`config.mk`:
```
export PLATFORM = sky130hd
export DESIGN_NAME = vga_blit
export DESIGN_NICKNAME = d
export VERILOG_FILES = /design/src/rtl/vga_blit.sv
export SDC_FILE = /design/constraint.sdc
export NUM_CORES = 1
export LEC_CHECK = 0
export BUFFER_PORTS_ARGS = -buffer_cell sky130_fd_sc_hd__buf_2
export CORE_MARGIN = 2
export CORE_UTILIZATION = 53
export CTS_BUF_LIST = sky130_fd_sc_hd__clkbuf_4 sky130_fd_sc_hd__clkbuf_8
export CTS_CLUSTER_SIZE = 14
export DETAILED_ROUTE_END_ITERATION = 12
export PLACE_DENSITY = 0.79
export SYNTH_ARGS = -nofsm -noshare
export SYNTH_HDL_FRONTEND = slang
export SYNTH_SLANG_ARGS = --single-unit
```
`constraint.sdc`:
```
create_clock -name wb_clk_i -period 2.58 [get_ports wb_clk_i]
set_input_delay 0.129 -clock wb_clk_i [delete_from_list [all_inputs] [get_ports wb_clk_i]]
set_output_delay 0.129 -clock wb_clk_i [all_outputs]
set_load 0.05 [all_outputs]
```
`src/rtl/vga_blit.sv`:
```
// vga_blit: Wishbone rectangle fill into linear VRAM; optional irq under VGA_BLIT_IRQ_EN.
// Latency: SETUP + 3 cycles/pixel with a 1-cycle-ack target + DONE; slave ack is 1 registered cycle.
// Backpressure: each pixel write holds cyc/stb/adr until wbm_ack_i, then drops strobe for one cycle.
module vga_blit #(
    parameter int H_RES  = 640,
    parameter int V_RES  = 480,
    parameter int ADDR_W = 19
) (
    input  logic              wb_clk_i,
    input  logic              wb_rst_i,
    input  logic              wb_cyc_i,
    input  logic              wb_stb_i,
    input  logic [31:0]       wb_adr_i,
    input  logic              wb_we_i,
    input  logic [3:0]        wb_sel_i,
    input  logic [31:0]       wb_dat_i,
    output logic [31:0]       wb_dat_o,
    output logic              wb_ack_o,
    output logic              wbm_cyc_o,
    output logic              wbm_stb_o,
    output logic              wbm_we_o,
    output logic [ADDR_W-1:0] wbm_adr_o,
    output logic [31:0]       wbm_dat_o,
    input  logic              wbm_ack_i,
    output logic              irq_o
);

    localparam logic [11:0] H_RES_W = 12'(H_RES);
    localparam logic [11:0] V_RES_W = 12'(V_RES);

    typedef enum logic [2:0] {S_IDLE, S_SETUP, S_WRITE, S_GAP, S_DONE} state_t;

    state_t state, state_n;

    logic [9:0]  x0_r, y0_r, h_r;
    logic [10:0] w_r;
    logic [7:0]  color_r;
    logic        done_r;
    logic        irq_en;
    logic        ack_r;
    logic [31:0] rd_val;

    logic [9:0]        x0_q, x_q, y_q, x_end_q, y_end_q;
    logic [7:0]        color_q;
    logic [ADDR_W-1:0] row_base;

    logic        cs, wr, ctrl_wr, start_acc, busy;
    logic [2:0]  reg_sel;
    logic [11:0] sum_x, sum_y;
    logic [9:0]  x_end_c, y_end_c;
    logic        empty, x_last, y_last;

    assign cs        = wb_cyc_i & wb_stb_i;
    assign wr        = cs & wb_we_i & ~ack_r;
    assign reg_sel   = wb_adr_i[4:2];
    assign ctrl_wr   = wr & (reg_sel == 3'd5);
    assign start_acc = ctrl_wr & wb_dat_i[0] & (state == S_IDLE);
    assign busy      = (state != S_IDLE);

    logic unused_bits;
    assign unused_bits = ^{wb_adr_i[31:5], wb_adr_i[1:0], wb_sel_i, wb_dat_i[31:11]};

    // Clip against the screen edges from the live registers; only sampled in SETUP.
    assign sum_x   = {2'b00, x0_r} + {1'b0, w_r};
    assign sum_y   = {2'b00, y0_r} + {2'b00, h_r};
    assign x_end_c = (sum_x > H_RES_W) ? H_RES_W[9:0] : sum_x[9:0];
    assign y_end_c = (sum_y > V_RES_W) ? V_RES_W[9:0] : sum_y[9:0];
    assign empty   = (w_r == 11'd0) || (h_r == 10'd0) ||
                     ({2'b00, x0_r} >= H_RES_W) || ({2'b00, y0_r} >= V_RES_W);

    assign x_last = ({1'b0, x_q} + 11'd1) == {1'b0, x_end_q};
    assign y_last = ({1'b0, y_q} + 11'd1) == {1'b0, y_end_q};

    always_comb begin
        rd_val = 32'd0;
        case (reg_sel)
            3'd0:    rd_val = {22'd0, x0_r};
            3'd1:    rd_val = {22'd0, y0_r};
            3'd2:    rd_val = {21'd0, w_r};
            3'd3:    rd_val = {22'd0, h_r};
            3'd4:    rd_val = {24'd0, color_r};
            3'd5:    rd_val = {28'd0, irq_en, done_r, busy, 1'b0};
            default: rd_val = 32'd0;
        endcase
    end

    always_ff @(posedge wb_clk_i or negedge wb_rst_i) begin
        if (!wb_rst_i) begin
            ack_r    <= 1'b0;
            wb_dat_o <= 32'd0;
            x0_r     <= 10'd0;
            y0_r     <= 10'd0;
            w_r      <= 11'd0;
            h_r      <= 10'd0;
            color_r  <= 8'd0;
        end else begin
            ack_r    <= cs & ~ack_r;
            wb_dat_o <= (cs & ~ack_r) ? rd_val : 32'd0;
            if (wr) begin
                case (reg_sel)
                    3'd0:    x0_r    <= wb_dat_i[9:0];
                    3'd1:    y0_r    <= wb_dat_i[9:0];
                    3'd2:    w_r     <= wb_dat_i[10:0];
                    3'd3:    h_r     <= wb_dat_i[9:0];
                    3'd4:    color_r <= wb_dat_i[7:0];
                    default: ;
                endcase
            end
        end
    end

    assign wb_ack_o = ack_r;

    // A completing fill wins over a simultaneous clear so a finish is never lost.
    always_ff @(posedge wb_clk_i or negedge wb_rst_i) begin
        if (!wb_rst_i) begin
            done_r <= 1'b0;
        end else if (state == S_DONE) begin
            done_r <= 1'b1;
        end else if (ctrl_wr & wb_dat_i[2]) begin
            done_r <= 1'b0;
        end
    end

`ifdef VGA_BLIT_IRQ_EN
    logic irq_r;
    always_ff @(posedge wb_clk_i or negedge wb_rst_i) begin
        if (!wb_rst_i) begin
            irq_en <= 1'b0;
            irq_r  <= 1'b0;
        end else begin
            if (ctrl_wr) irq_en <= wb_dat_i[3];
            irq_r <= done_r & irq_en;
        end
    end
    assign irq_o = irq_r;
`else
    assign irq_en = 1'b0;
    assign irq_o  = 1'b0;
`endif

    always_ff @(posedge wb_clk_i or negedge wb_rst_i) begin
        if (!wb_rst_i) state <= S_IDLE;
        else           state <= state_n;
    end

    always_comb begin
        state_n = state;
        case (state)
            S_IDLE:  if (start_acc) state_n = S_SETUP;
            S_SETUP: state_n = empty ? S_DONE : S_WRITE;
            S_WRITE: if (wbm_ack_i) state_n = S_GAP;
            S_GAP:   state_n = (x_last && y_last) ? S_DONE : S_WRITE;
            S_DONE:  state_n = S_IDLE;
            default: state_n = S_IDLE;
        endcase
    end

    // Fill context is snapshotted in SETUP so register writes during a fill only affect the next one.
    always_ff @(posedge wb_clk_i or negedge wb_rst_i) begin
        if (!wb_rst_i) begin
            x0_q     <= 10'd0;
            x_q      <= 10'd0;
            y_q      <= 10'd0;
            x_end_q  <= 10'd0;
            y_end_q  <= 10'd0;
            color_q  <= 8'd0;
            row_base <= '0;
        end else if (state == S_SETUP) begin
            x0_q     <= x0_r;
            x_q      <= x0_r;
            y_q      <= y0_r;
            x_end_q  <= x_end_c;
            y_end_q  <= y_end_c;
            color_q  <= color_r;
            row_base <= ADDR_W'(32'(y0_r) * 32'(H_RES));
        end else if (state == S_GAP) begin
            if (x_last) begin
                x_q      <= x0_q;
                y_q      <= y_q + 10'd1;
                row_base <= row_base + ADDR_W'(H_RES);
            end else begin
                x_q <= x_q + 10'd1;
            end
        end
    end

    assign wbm_cyc_o = (state == S_WRITE);
    assign wbm_stb_o = (state == S_WRITE);
    assign wbm_we_o  = (state == S_WRITE);
    assign wbm_adr_o = row_base + ADDR_W'(x_q);
    assign wbm_dat_o = {24'd0, color_q};

endmodule
```
## After elaboration in Yosys (flattened, before gate mapping)

Index checks and enable logic that the tools add are counted.

- Output and inout bits: 88
- Bits of input ports: 74
- Logic and storage cells: 90
- Register bits after elaboration: 163

- Reduce and logical (&&, ||, !) cells: 19
- Add/subtract/negate cells: 8
- $lt $le $gt $ge: 4
- Multiplexer cells: 20
- Eq/ne operators: 13
- Bitwise operators: 9
- $mul: 1

Operators by type and width:

| kind | number |
|---|---|
| two-way mux 10 bit | 8 |
| one-hot mux 11 bit (6 select lines) | 1 |
| two-way mux 19 bit | 3 |
| two-way mux 32 bit | 1 |
| adder 10 x 1 -> 11 bit (second input constant) | 2 |
| == test 11 x 10 -> 1 bit | 2 |
| adder 10 x 1 -> 10 bit (second input constant) | 2 |
| adder 19 x 10 -> 19 bit | 1 |
| adder 19 x 10 -> 19 bit (second input constant) | 1 |
| AND reduction 2 bit | 7 |
| adder 10 x 11 -> 12 bit | 1 |
| == test 3 x 2 -> 1 bit (second input constant) | 4 |
| greater-than comparator 12 x 10 -> 1 bit (second input constant) | 1 |
| multiplier 10 x 3 -> 12 bit (second input constant) | 1 |
| two-way mux 3 bit | 4 |
| one-hot mux 3 bit (4 select lines) | 1 |
| adder 10 x 10 -> 11 bit | 1 |
| greater-than comparator 11 x 9 -> 1 bit (second input constant) | 1 |
| logical NOT 11 bit | 1 |
| >= comparator 10 bit (second input constant) | 1 |
| >= comparator 10 x 9 -> 1 bit (second input constant) | 1 |
| logical NOT 10 bit | 1 |
| == test 3 bit (second input constant) | 3 |
| AND 1 bit | 8 |
| other kinds (10) | 17 |

## Depth between registers and ports, before layout

Gate-level depths: netlist of run 1.

- Word-level depth: 8
- Gate-level depth with buffers: 12

## Least setup slack after synthesis of run 1

Ideal clock, no wire load.

- Path type: reg-to-reg
- From: register x_q[0]
- To: register x_q[4]
- Setup time: 0.142 ns
- Buffers on the path: 1
- Data required time: 2.438 ns
- Cell stages (with the launch flop): 10
- Arrival time: 2.579 ns
- Slack: -0.141 ns
- Path through: dfrtp_1 -> ha_1 -> xor2_1 -> a311oi_1 -> nand4_1 -> or4b_1 -> nor4_2 -> buf_6 -> mux2i_1 -> o221ai_1

- Word-level cells in the longest chain between the ends: 5

Ends and longest elaborated chain:

| what | line | text |
|---|---|---|
| start, declared | 43 | `logic [9:0] x0_q, x_q, y_q, x_end_q, y_end_q;` |
| start signal, assigned | 171 | `x_q <= x0_r;` |
| start signal, assigned | 179 | `x_q <= x0_q;` |
| start signal, assigned | 183 | `x_q <= x_q + 10'd1;` |
| adder 10 x 1 -> 11 bit | 71 | `assign x_last = ({1'b0, x_q} + 11'd1) == {1'b0, x_end_q};` |
| == test 11 x 10 -> 1 bit | 71 |  |
| two-way mux 10 bit (*) | 178 | `if (x_last) begin` |
| two-way mux 10 bit (*) | 177 | `end else if (state == S_GAP) begin` |
| two-way mux 10 bit (*) | 169 | `end else if (state == S_SETUP) begin` |

Mark *: on every way between the ends. The rest lies on a longest branch, timed or not. The select of a mux whose other input is x is not followed.
A chain may end at the register's enable or synchronous reset.

## Final worst setup path of run 1

- From: register x_q[0]
- To: register row_base[9]

- Word-level cells in the longest chain between the ends: 4

Ends and longest elaborated chain:

| what | line | text |
|---|---|---|
| adder 10 x 1 -> 11 bit | 71 |  |
| == test 11 x 10 -> 1 bit | 71 |  |
| nonzero test 2 bit (no source line) | -- |  |
| AND reduction 2 bit (no source line) | -- |  |
| end signal, assigned | 176 | `row_base <= ADDR_W'(32'(y0_r) * 32'(H_RES));` |
| end signal, assigned | 181 | `row_base <= row_base + ADDR_W'(H_RES);` |
| end, declared | 45 | `logic [ADDR_W-1:0] row_base;` |

Every way passes these cells.

==> results of run 1 <==
final timing paths:
kind                               end  cells after the start         from
min                             w_r[3]                      2  wb_dat_i[3]
max reg2reg                row_base[9]                     12       x_q[0]
min in group asynchronous       y_q[3]                      2     wb_rst_i
min reg2reg                 color_q[7]                      2   color_q[7]
max in group asynchronous      x0_r[5]                      3     wb_rst_i
max                        row_base[9]                     12       x_q[0]
worst reg2reg max path, cell delays in order (launching register included):
cell	delay, ns
dfrtp_2	0.42
ha_4	0.18
nand3_2	0.12
buf_4	0.17
mux2_2	0.21
nand4_1	0.12
nor4bb_2	0.38
buf_4	0.18
nand3_2	0.10
buf_12	0.16
buf_4	0.16
a31oi_1	0.22
o41ai_2	0.11
cell usage in the layout (no fill, tap or decap), types with 6 or more instances in the layout:
cell type,netlist,routed
a211oi_1,11,8
a21oi_1,31,26
a22o_1,7,7
a22oi_1,11,11
a31oi_1,14,13
and3_1,19,19
buf_2,6,56
buf_4,52,94
buf_6,2,6
clkbuf_8,0,17
conb_1,1,46
dfrtp_1,135,127
dfrtp_2,0,8
dlygate4sd3_1,0,8
ha_1,42,37
inv_1,16,16
mux2_2,61,61
mux2i_1,19,19
nand2_1,111,110
nand2b_1,9,8
nand3_1,37,36
nand4_1,19,19
nor2_1,60,58
nor2b_1,12,10
nor3_1,18,17
nor4_1,10,10
o211ai_1,16,16
o21ai_0,24,15
o21ai_1,1,7
o22a_1,11,11
o22ai_1,6,6
or3_1,7,7
xnor2_1,38,36
xor2_1,22,20
sequential cells by signal, summed over array words and instances (netlist names), 8 cells and up:
| signal | flops |
|---|---|
| row_base | 12 |
| y_end_q | 10 |
| x0_q | 10 |
| x0_r | 10 |
| color_q | 8 |
| y0_r | 10 |
| w_r | 11 |
| y_q | 10 |
| wb_dat_o | 11 |
| color_r | 8 |
| h_r | 10 |
| x_end_q | 10 |
| x_q | 10 |
power groups by stage:
stage	clock network (mW)	registers [mW]	logic, mW
after detailed placement	0	3.44	5.80
after CTS	1.74	3.41	5.96
after global placement	0	3.41	5.69
after global routing	1.83	3.53	6.81
final	1.73	3.44	6.29
after floorplan	0	3.34	4.35
per-layer routing:
| layer | share of wire | routed length, um |
|---|---|---|
| met3 | 0.069 | 1700 |
| met4 | 0.027 | 670 |
| met1 | 0.43 | 10700 |
| met5 | 0 | 0 |
| met2 | 0.47 | 11600 |
repair_timing:
item	in CTS	in global routing
endpoints found under the setup margin	45	51
endpoints found under the hold margin	73	0
pin swaps	22	21
buffers inserted	6	8
hold buffers	8	0
gates cloned	1	0
gates resized for setup	20	49
through the flow:
| step | utilization | hold WS [ns] | setup slack [ns] |
|---|---|---|---|
| after global placement | 0.594 | 0.121 | -0.102 |
| after detailed placement | 0.594 | 0.125 | -0.138 |
| after floorplan | - | -0.167 | 0.0111 |
| after global routing | 0.646 | 0.0257 | -0.176 |
| final | 0.646 | 0.0383 | -0.0768 |
| after CTS | 0.630 | 0.0201 | -0.0533 |
synthesized netlist by cell type, drive strengths merged (3+ instances only):
cell type	number	share of area
dfrtp	135	0.37
nand2	111	0.046
buf	64	0.051
mux2	61	0.076
nor2	60	0.025
clkbuf	44	0.018
ha	42	0.058
nand3	38	0.022
xnor2	38	0.037
a21oi	31	0.017
o21ai	25	0.014
xor2	22	0.021
and3	19	0.013
mux2i	19	0.021
nand4	19	0.013
nor3	19	0.011
inv	16	0.0066
o211ai	16	0.013
a31oi	14	0.0097
nor2b	12	0.0083
a211oi	11	0.0091
a22oi	11	0.0091
nor4	11	0.0083
o22a	11	0.011
nand2b	9	0.0062
a22o	7	0.0068
or3	7	0.0048
a311oi	6	0.0058
o22ai	6	0.0042
a32o	5	0.0055
o21bai	5	0.0042
a211o	4	0.0039
and2	4	0.0028
nand4b	4	0.0039
or4	4	0.0033
a21o	3	0.0025
fa	3	0.0066
nor3b	3	0.0025
o21a	3	0.0025
o221ai	3	0.0029
o32ai	3	0.0029
o41ai	3	0.0029
cells by family after synthesis:
group                      synth area share
AOI/OAI and AO/OA                     0.152
other                              0.000415
xor gates and xnor gates             0.0582
DFF                                   0.374
and+or+nand+nor                       0.178
muxes                                0.0971
adders and majority gates            0.0648
buffers and inverters                0.0760
layout make-up:
class                      count  area (sq um)
tap                          220           275
multi-input combinational    750          5420
fill                        1316          5890
sequential                   135          3390
inverter                      17          63.8
clock inverter                14           138
timing repair buffer         168          1230
clock buffer                  18           241
==> results.py, run 1 <==
metrics = {
    "global_routing": {
        "use_met3": 0.0518,
        "grt_util_met1": 0.377,
        "grt.met2_usage": 0.436,
        "grt_pass1_vias": 7460,
        "antenna_found_initial": 0,
        "track_usage": 0.272,
        "grt_pass1_wl_um": 38800,
        "grt_overflow": 0,
        "grt_max_degree": 55,
        "busiest_layer": "met2",
    },
    "clock_tree": {
        "path_clk_slew_ns": 0.08,
        "numCtsBuffers": 17,
        "h-tree-depth": 4,
        "cts_root_buf": "clkbuf_8",
        "cts_tree": "built",
        "cts_sinks": 135,
        "clk_latency_ns": 0.46,
        "clock_path_buffers": 2,
    },
    "final_layout": {
        "final_cell_count_no_fill": 1322,
        "fin_area_sq_mm": 0.0108,
        "final_layout_size_suffix_gt1_frac": 0.281,
        "final_nets": 1208,
        "syn_to_final_growth_pct": 19.0,
        "insertedDiodeCount": 0,
    },
    "pwr": {
        "clkPwrFrac": 0.151,
        "worst_ir_drop_vdd_mv": 0.969,
        "internal_power_mw": 5.96,
        "p_comb_frac": 0.549,
        "power.switching_mw": 5.49,
        "seq_power_share": 0.300,
        "swShare": 0.480,
        "p_total_mw": 11.5,
        "leakage_nw": 4.98,
        "powerDensity_mw_per_mm2": 1070,
    },
    "logic_synthesis": {
        "synth_ff_type": "dfrtp_1",
        "synth.yosys.warnings": 0,
        "synth_cells": 965,
        "synth.avg_cell_area_sq_um": 9.36,
        "yosysUniqueCellTypes": 73,
        "synth_edf_count": 0,
        "synth_area_sq_mm": 0.00903,
        "ys_seq_elements": 135,
        "async_flop_share": 1.00,
        "synth-seq-area-share": 0.374,
    },
    "worst_setup_path": {
        "critPathBufInv": 4,
        "crit_required_ns": 2.91,
        "crit_fanout": 8,
        "r2r_slack_ns": -0.08,
        "crit_type": "reg -> reg",
        "worst_setup_path_end_kind": "flop",
        "slowest_stage": "dfrtp_2",
        "startpoint_type": "flop",
        "cp_top_family": "simple AND/OR/NAND/NOR gates",
        "crit_arrival_ns": 2.98,
        "cp_common_cell": "buf_4",
        "critical_path.cell_chain": "ha_4 > nand3_2 > buf_4 > mux2_2 > nand4_1 > nor4bb_2 > buf_4 > nand3_2 > buf_12 > buf_4 > a31oi_1 > o41ai_2",
        "max_stage_delay_ns": 0.42,
    },
    "sta": {
        "fin_crit_sh": 1.03,
        "rsz0062_at_grt": "true",
        "setup_tns_ns": -0.509,
        "max_freq_ghz": 0.376,
        "relSlewSlack": 0.519,
        "setup_viol_count_final": 18,
        "finClkSkew_ns": 0.0142,
        "finalHoldViolCount": 0,
        "slew_violations": 0,
        "worst_pin_slew_ns": 0.720,
        "setup_ws_ns": -0.0768,
        "period_needed_ns": 2.66,
    },
    "flow_run": {
        "max_cap_viol_count": 0,
    },
    "run_status": {
        "outcome": "complete, but fails checks",
        "violations": "negative setup slack",
    },
    "hold_path": {
        "hp-class": "in -> reg",
    },
    "route": {
        "via_per_inst": 6.01,
        "wl_per_cell_um": 18.6,
        "drt_iter0_drc": 796,
        "vias": 7951,
        "ant_nets": 0,
        "routed_wl_um": 24600,
        "dr.pass1.iters": 5,
        "drc": 0,
    },
    "placed_design": {
        "hpwl_um": 17500,
        "io_buffers": 61,
        "gp_congestion": 0.952,
        "dp_cells": 1268,
        "place_area_sq_mm": 0.00988,
    },
    "floorplanning": {
        "die_w_um": 135,
        "io_pins": 162,
        "rows": 47,
        "core_area_sq_mm": 0.0166,
        "start_util": 0.543,
        "die_area_sq_mm": 0.0181,
        "die_h_um": 135,
    },
}
Power figures use the tool's default switching activity.
==> run 2, diff against run 1 <==
--- a/config.mk
+++ b/config.mk
@@ -5,13 +5,14 @@
 export SDC_FILE = /design/constraint.sdc
 export NUM_CORES = 1
 export LEC_CHECK = 0
+export ABC_AREA = 1
 export BUFFER_PORTS_ARGS = -buffer_cell sky130_fd_sc_hd__buf_2
 export CORE_MARGIN = 2
 export CORE_UTILIZATION = 53
 export CTS_BUF_LIST = sky130_fd_sc_hd__clkbuf_4 sky130_fd_sc_hd__clkbuf_8
 export CTS_CLUSTER_SIZE = 14
 export DETAILED_ROUTE_END_ITERATION = 12
-export PLACE_DENSITY = 0.79
+export PLACE_DENSITY = 0.8
 export SYNTH_ARGS = -nofsm -noshare
 export SYNTH_HDL_FRONTEND = slang
 export SYNTH_SLANG_ARGS = --single-unit
==> results.py, run 2 <==
metrics = {
    "run_status": {
        "outcome": "complete, no violations",
    },
    "flow_run": {
        "max_cap_viol_count": 0,
    },
    "clock_tree": {
        "cts_tree": "built",
        "clk_latency_ns": 0.47,
        "clock_path_buffers": 2,
        "path_clk_slew_ns": 0.10,
        "cts_root_buf": "clkbuf_8",
        "h-tree-depth": 4,
        "numCtsBuffers": 17,
        "cts_sinks": 135,
    },
    "logic_synthesis": {
        "synth_ff_type": "dfrtp_1",
        "synth_cells": 1203,
        "synth.yosys.warnings": 0,
        "synth_largest_area_cell": "dfrtp_1",
        "synthTopCellsByArea": "dfrtp_1, nand2_1, ha_1",
        "synth_area_sq_mm": 0.00880,
        "synth-seq-area-share": 0.384,
        "async_flop_share": 1.00,
        "ys_seq_elements": 135,
        "yosysUniqueCellTypes": 41,
        "synth_edf_count": 0,
        "synth_top_area_frac": 0.384,
        "netlist_top_cells_count": "nand2_1, dfrtp_1, inv_1",
        "synth.avg_cell_area_sq_um": 7.31,
        "synth_most_common_cell": "nand2_1",
    },
    "final_layout": {
        "final_common_cell": "nand2_1",
        "largestRegisters": "row_base: 12 flops, w_r: 11 flops, wb_dat_o: 11 flops",
        "syn_to_final_growth_pct": 13.0,
        "insertedDiodeCount": 0,
        "regMostFlops": "row_base",
        "fin_area_sq_mm": 0.00994,
        "largest_reg_flops": 12,
        "multi_input_area_sq_mm": 0.00462,
        "final_layout_size_suffix_gt1_frac": 0.123,
        "final_nets": 1402,
        "final_cell_count_no_fill": 1516,
        "regArea_sq_mm": 0.00338,
        "n_fill_cell": 1451,
        "final_cell_mix": "nand2_1, dfrtp_1, inv_1",
        "final_util": 0.606,
    },
    "floorplanning": {
        "core_area_sq_mm": 0.0164,
        "rows": 47,
        "start_util": 0.536,
        "io_pins": 162,
        "die_h_um": 133,
        "die_area_sq_mm": 0.0176,
        "die_w_um": 133,
    },
    "pwr": {
        "seq_power_share": 0.322,
        "powerDensity_mw_per_mm2": 1060,
        "swShare": 0.495,
        "clkPwrFrac": 0.173,
        "worst_ir_drop_vdd_mv": 0.610,
        "p_comb_frac": 0.504,
        "leakage_nw": 5.21,
        "internal_power_mw": 5.34,
        "p_total_mw": 10.6,
        "power.switching_mw": 5.23,
    },
    "hold_path": {
        "hp-start": "wb_dat_i[3]",
        "worstHoldEndpoint": "color_r[3]",
        "holdPathStages": 3,
        "hp-class": "in -> reg",
    },
    "placed_design": {
        "hpwl_um": 16400,
        "dp_cells": 1460,
        "io_buffers": 61,
        "gp_congestion": 0.959,
        "place_area_sq_mm": 0.00922,
    },
    "sta": {
        "period_needed_ns": 2.58,
        "rsz0062_at_grt": "true",
        "worst_pin_slew_ns": 0.683,
        "max_freq_ghz": 0.388,
        "setup_viol_count_final": 0,
        "relSlewSlack": 0.544,
        "fin_crit_sh": 0.999,
        "finalHoldViolCount": 0,
        "finClkSkew_ns": 0.0155,
        "slew_violations": 0,
    },
    "worst_setup_path": {
        "crit_required_ns": 2.94,
        "reg2reg_from": "x_q[0]",
        "critPathBufInv": 4,
        "worstRegToRegCells": 13,
        "slowest_stage": "dlygate4sd3_1",
        "crit_arrival_ns": 2.94,
        "crit_fanout": 20,
        "critical_path.cell_chain": "dlygate4sd3_1 > buf_2 > nand2_1 > dlygate4sd3_1 > nor2_1 > inv_1 > nor2_1 > nand2_1 > o21ai_0",
        "startpoint_type": "input pin",
        "max_stage_delay_ns": 0.54,
        "crit_type": "in -> reg",
        "r2r_slack_ns": 0.12,
        "r2r-end": "y_q[9]",
        "worst_setup_path_end_kind": "flop",
        "cp_top_family": "buffers and inverters",
    },
    "global_routing": {
        "track_usage": 0.263,
        "grt_max_degree": 75,
        "antenna_found_initial": 0,
        "grt_pass1_wl_um": 36900,
        "grt_pass1_vias": 7434,
        "grt_overflow": 0,
    },
    "route": {
        "drc": 0,
        "routed_wl_um": 23000,
        "ant_nets": 0,
        "drt_iter0_drc": 734,
        "vias": 8211,
        "via_per_inst": 5.42,
        "dr.pass1.iters": 6,
        "wl_per_cell_um": 15.2,
    },
}
run 2: cell count changes after synthesis, sizes merged, moves of 16 or more:
cell,before,now
a21oi,31,47
and3,19,1
inv,16,128
mux2,61,3
mux2i,19,0
nand2,111,364
nand3,38,76
nor2,60,80
o21ai,25,116
xnor2,38,6
run 2: layer usage:
layer / vias up / share of wire / global-route usage
li1: 4000 / - / -
met1: 3775 / 0.44 / 0.360
met2: 355 / 0.45 / 0.409
met3: 81 / 0.073 / 0.0506
met4: 0 / 0.040 / 0.116
met5: - / 0 / 0
run 2: worst max path at each step:
stage,depth (start not counted),from,to
final,9,wb_stb_i,x0_r[0]
after detailed placement,13,y0_r[3],row_base[16]
after global placement,13,y0_r[3],row_base[16]
after CTS,10,x_q[8],wbm_adr_o[17]
after floorplan,9,x_q[8],wbm_adr_o[17]
after global routing,9,wb_stb_i,x0_r[0]
run 2: power by group through the flow:
stage	combinational (mW)	sequential, mW	clock [mW]
finish	5.33	3.41	1.83
global route	5.90	3.49	1.94
CTS	4.98	3.39	1.84
detailed placement	4.91	3.42	0
global placement	4.82	3.40	0
floorplan	3.73	3.44	0
run 2: tightest hold or removal path: cells and delay by family:
kind,cells,cell delay [ns]
AOI/OAI and AO/OA,1,0.16
buffers and inverters,2,0.16
run 2: per-stage QoR:
stage / setup TNS, ns / worst slack, ns / hold WS (ns)
floorplan: 0 / 0.252 / -0.167
global placement: 0 / 0.237 / 0.145
detailed placement: 0 / 0.198 / 0.164
CTS: 0 / 0.00104 / 0.00624
global route: -3.97 / -0.184 / 0.0127
finish: 0 / 0.00248 / 0.00958
run 2: cell families after synthesis:
| logic type | synth area share |
|---|---|
| buf+inv | 0.115 |
| xor+xnor | 0.0329 |
| mux | 0.00384 |
| fa+ha+maj | 0.0666 |
| compound gates | 0.132 |
| simple gates | 0.265 |
| flops | 0.384 |
| other cells | 0.000426 |
run 2: timing repair:
action,4_1_cts,5_1_grt
gates resized for setup,5,14
hold buffers,9,0
setup buffers,0,12
gates cloned,0,3
setup endpoints to repair,5,75
endpoints found under the hold margin,71,0
pin swaps,0,7
run 2: area by class of cell:
type                    instances  area share
clock inverters                15      0.0174
multi-input cells             897       0.464
repair buffers                103      0.0781
well taps                     220      0.0277
flip-flops and latches        135       0.340
inverters                     129      0.0487
clock buffers                  17      0.0235
==> run 3, diff against run 2 <==
==> config.mk (replaced) <==
export PLATFORM = sky130hd
export DESIGN_NAME = vga_blit
export DESIGN_NICKNAME = d
export VERILOG_FILES = /design/src/rtl/vga_blit.sv
export SDC_FILE = /design/constraint.sdc
export NUM_CORES = 1
export LEC_CHECK = 0
export BUFFER_PORTS_ARGS = -buffer_cell sky130_fd_sc_hd__buf_2
export CORE_MARGIN = 2
export CORE_UTILIZATION = 59
export CTS_BUF_LIST = sky130_fd_sc_hd__clkbuf_4 sky130_fd_sc_hd__clkbuf_8
export CTS_CLUSTER_SIZE = 14
export DETAILED_ROUTE_END_ITERATION = 12
export PLACE_DENSITY = 0.84
export SYNTH_ARGS = -nofsm -noshare
export SYNTH_HDL_FRONTEND = slang
export SYNTH_SLANG_ARGS = --single-unit
==> constraint.sdc (replaced) <==
create_clock -name wb_clk_i -period 2.8 [get_ports wb_clk_i]
set_input_delay 0.14 -clock wb_clk_i [delete_from_list [all_inputs] [get_ports wb_clk_i]]
set_output_delay 0.14 -clock wb_clk_i [all_outputs]
set_load 0.05 [all_outputs]
==> results.py, run 3 (synthesized netlist as in run 1, its figures left out) <==
metrics = {
    "floorplanning": {
        "die_w_um": 128,
        "start_util": 0.599,
        "io_pins": 162,
        "die_area_sq_mm": 0.0163,
        "die_h_um": 128,
        "core_area_sq_mm": 0.0151,
        "rows": 45,
    },
    "pwr": {
        "powerDensity_mw_per_mm2": 1010,
        "worst_ir_drop_vdd_mv": 0.522,
        "power.switching_mw": 4.89,
        "internal_power_mw": 5.32,
        "swShare": 0.479,
        "seq_power_share": 0.312,
        "clkPwrFrac": 0.159,
        "leakage_nw": 4.69,
        "p_comb_frac": 0.529,
        "p_total_mw": 10.2,
    },
    "worst_setup_path": {
        "worst_setup_path_end_kind": "flop",
        "startpoint_type": "flop",
        "crit_fanout": 6,
        "crit_arrival_ns": 3.07,
        "crit_type": "reg -> reg",
        "startpoint": "x_q[0]",
        "crit_required_ns": 3.13,
        "reg2reg_from": "x_q[0]",
    },
    "sta": {
        "slew_violations": 0,
        "setup_viol_count_final": 0,
        "period_needed_ns": 2.74,
        "setup_tns_ns": 0,
        "relSlewSlack": 0.520,
        "finClkSkew_ns": 0.0134,
        "fin_crit_sh": 0.979,
        "worst_pin_slew_ns": 0.720,
        "max_freq_ghz": 0.365,
        "setup_ws_ns": 0.0584,
        "hold_ws_ns": 0.0228,
        "finalHoldViolCount": 0,
    },
    "final_layout": {
        "largestRegisters": "row_base: 12 flops, w_r: 11 flops, wb_dat_o: 11 flops",
        "final_cell_count_no_fill": 1242,
        "final_layout_size_suffix_gt1_frac": 0.227,
        "final_nets": 1161,
        "insertedDiodeCount": 0,
        "n_fill_cell": 1173,
        "fin_area_sq_mm": 0.0101,
        "largest_reg_flops": 12,
        "final_util": 0.672,
        "regMostFlops": "row_base",
        "final_common_cell": "dfrtp_1",
        "syn_to_final_growth_pct": 12.3,
        "final_cell_mix": "dfrtp_1, nand2_1, mux2_2",
    },
    "placed_design": {
        "io_buffers": 61,
        "gp_congestion": 0.923,
        "pre_cts_slack_ns": -0.0994,
        "place_area_sq_mm": 0.00951,
        "hpwl_um": 16700,
        "dp_cells": 1200,
    },
    "route": {
        "wl_per_cell_um": 19.0,
        "drt_iter0_drc": 684,
        "routed_wl_um": 23600,
        "ant_nets": 0,
        "dr.pass1.iters": 5,
        "vias": 7831,
        "via_per_inst": 6.31,
        "drc": 0,
    },
    "flow_run": {
        "max_cap_viol_count": 0,
    },
    "global_routing": {
        "track_usage": 0.296,
        "grt_max_degree": 79,
        "antenna_found_initial": 0,
        "grt_overflow": 0,
        "grt_pass1_wl_um": 38200,
        "grt_pass1_vias": 7437,
    },
    "clock_tree": {
        "clock_path_buffers": 2,
        "cts_sinks": 135,
        "cts_tree": "built",
        "numCtsBuffers": 17,
        "h-tree-depth": 4,
        "path_clk_slew_ns": 0.08,
        "clk_latency_ns": 0.47,
        "cts_root_buf": "clkbuf_8",
    },
    "run_status": {
        "outcome": "complete, no violations",
    },
    "hold_path": {
        "hp-class": "in -> reg",
        "hp-start": "wb_dat_i[3]",
    },
}
-- run 3: worst paths after layout --
| check | end | slack, ns | cells after the start |
|---|---|---|---|
| worst max-delay path | x_q[4] | 0.06 | 10 |
| worst min-delay path | h_r[3] | 0.02 | 2 |
| worst max register to register | x_q[4] | 0.06 | 10 |
| worst min register to register | color_q[0] | 0.48 | 2 |
| max in group asynchronous | row_base[9] | 1.71 | 3 |
| min in group asynchronous | y_end_q[2] | 0.23 | 2 |
-- run 3: cell type report --
type	instances	area, sq um	share of cell area
Sequential cell	135	3380	0.333
Clock buffer	20	263	0.0259
Inverter	17	63.8	0.00629
Timing Repair Buffer	121	801	0.0789
Clock inverter	11	125	0.0123
Multi-Input combinational cell	750	5280	0.520
Tap cell	188	235	0.0232
-- run 3: timing repair --
item,4_1_cts,5_1_grt
buffers inserted,2,2
endpoints found under the setup margin,24,35
endpoints found under the hold margin,91,0
gates resized for setup,6,26
hold buffers,7,0
pin swaps,2,8
-- run 3: routing by layer --
layer	GRT usage	share of wire	vias up	routed length, um
met2	0.476	0.47	405	11100
li1	-	-	3579	-
met1	0.407	0.43	3798	10100
met5	0	0	-	0
met4	0.119	0.028	0	665
met3	0.0447	0.072	49	1700
-- run 3: power groups by stage --
| stage | Clock (mW) | Sequential (mW) | Combinational [mW] |
|---|---|---|---|
| floorplan | 0 | 3.07 | 3.98 |
| global placement | 0 | 3.15 | 5.00 |
| detailed placement | 0 | 3.17 | 5.12 |
| CTS | 1.64 | 3.15 | 5.23 |
| global route | 1.72 | 3.26 | 5.84 |
| finish | 1.63 | 3.19 | 5.40 |
-- run 3: worst max-delay path, stage by stage, from the launching register on --
cell and delay, ns:
dfrtp_1 0.41, ha_4 0.27, xor2_2 0.16, a311oi_2 0.26
nand4_1 0.11, or4b_4 0.55, nor4_2 0.14, buf_4 0.20
buf_12 0.13, mux2i_1 0.23, o221ai_1 0.13
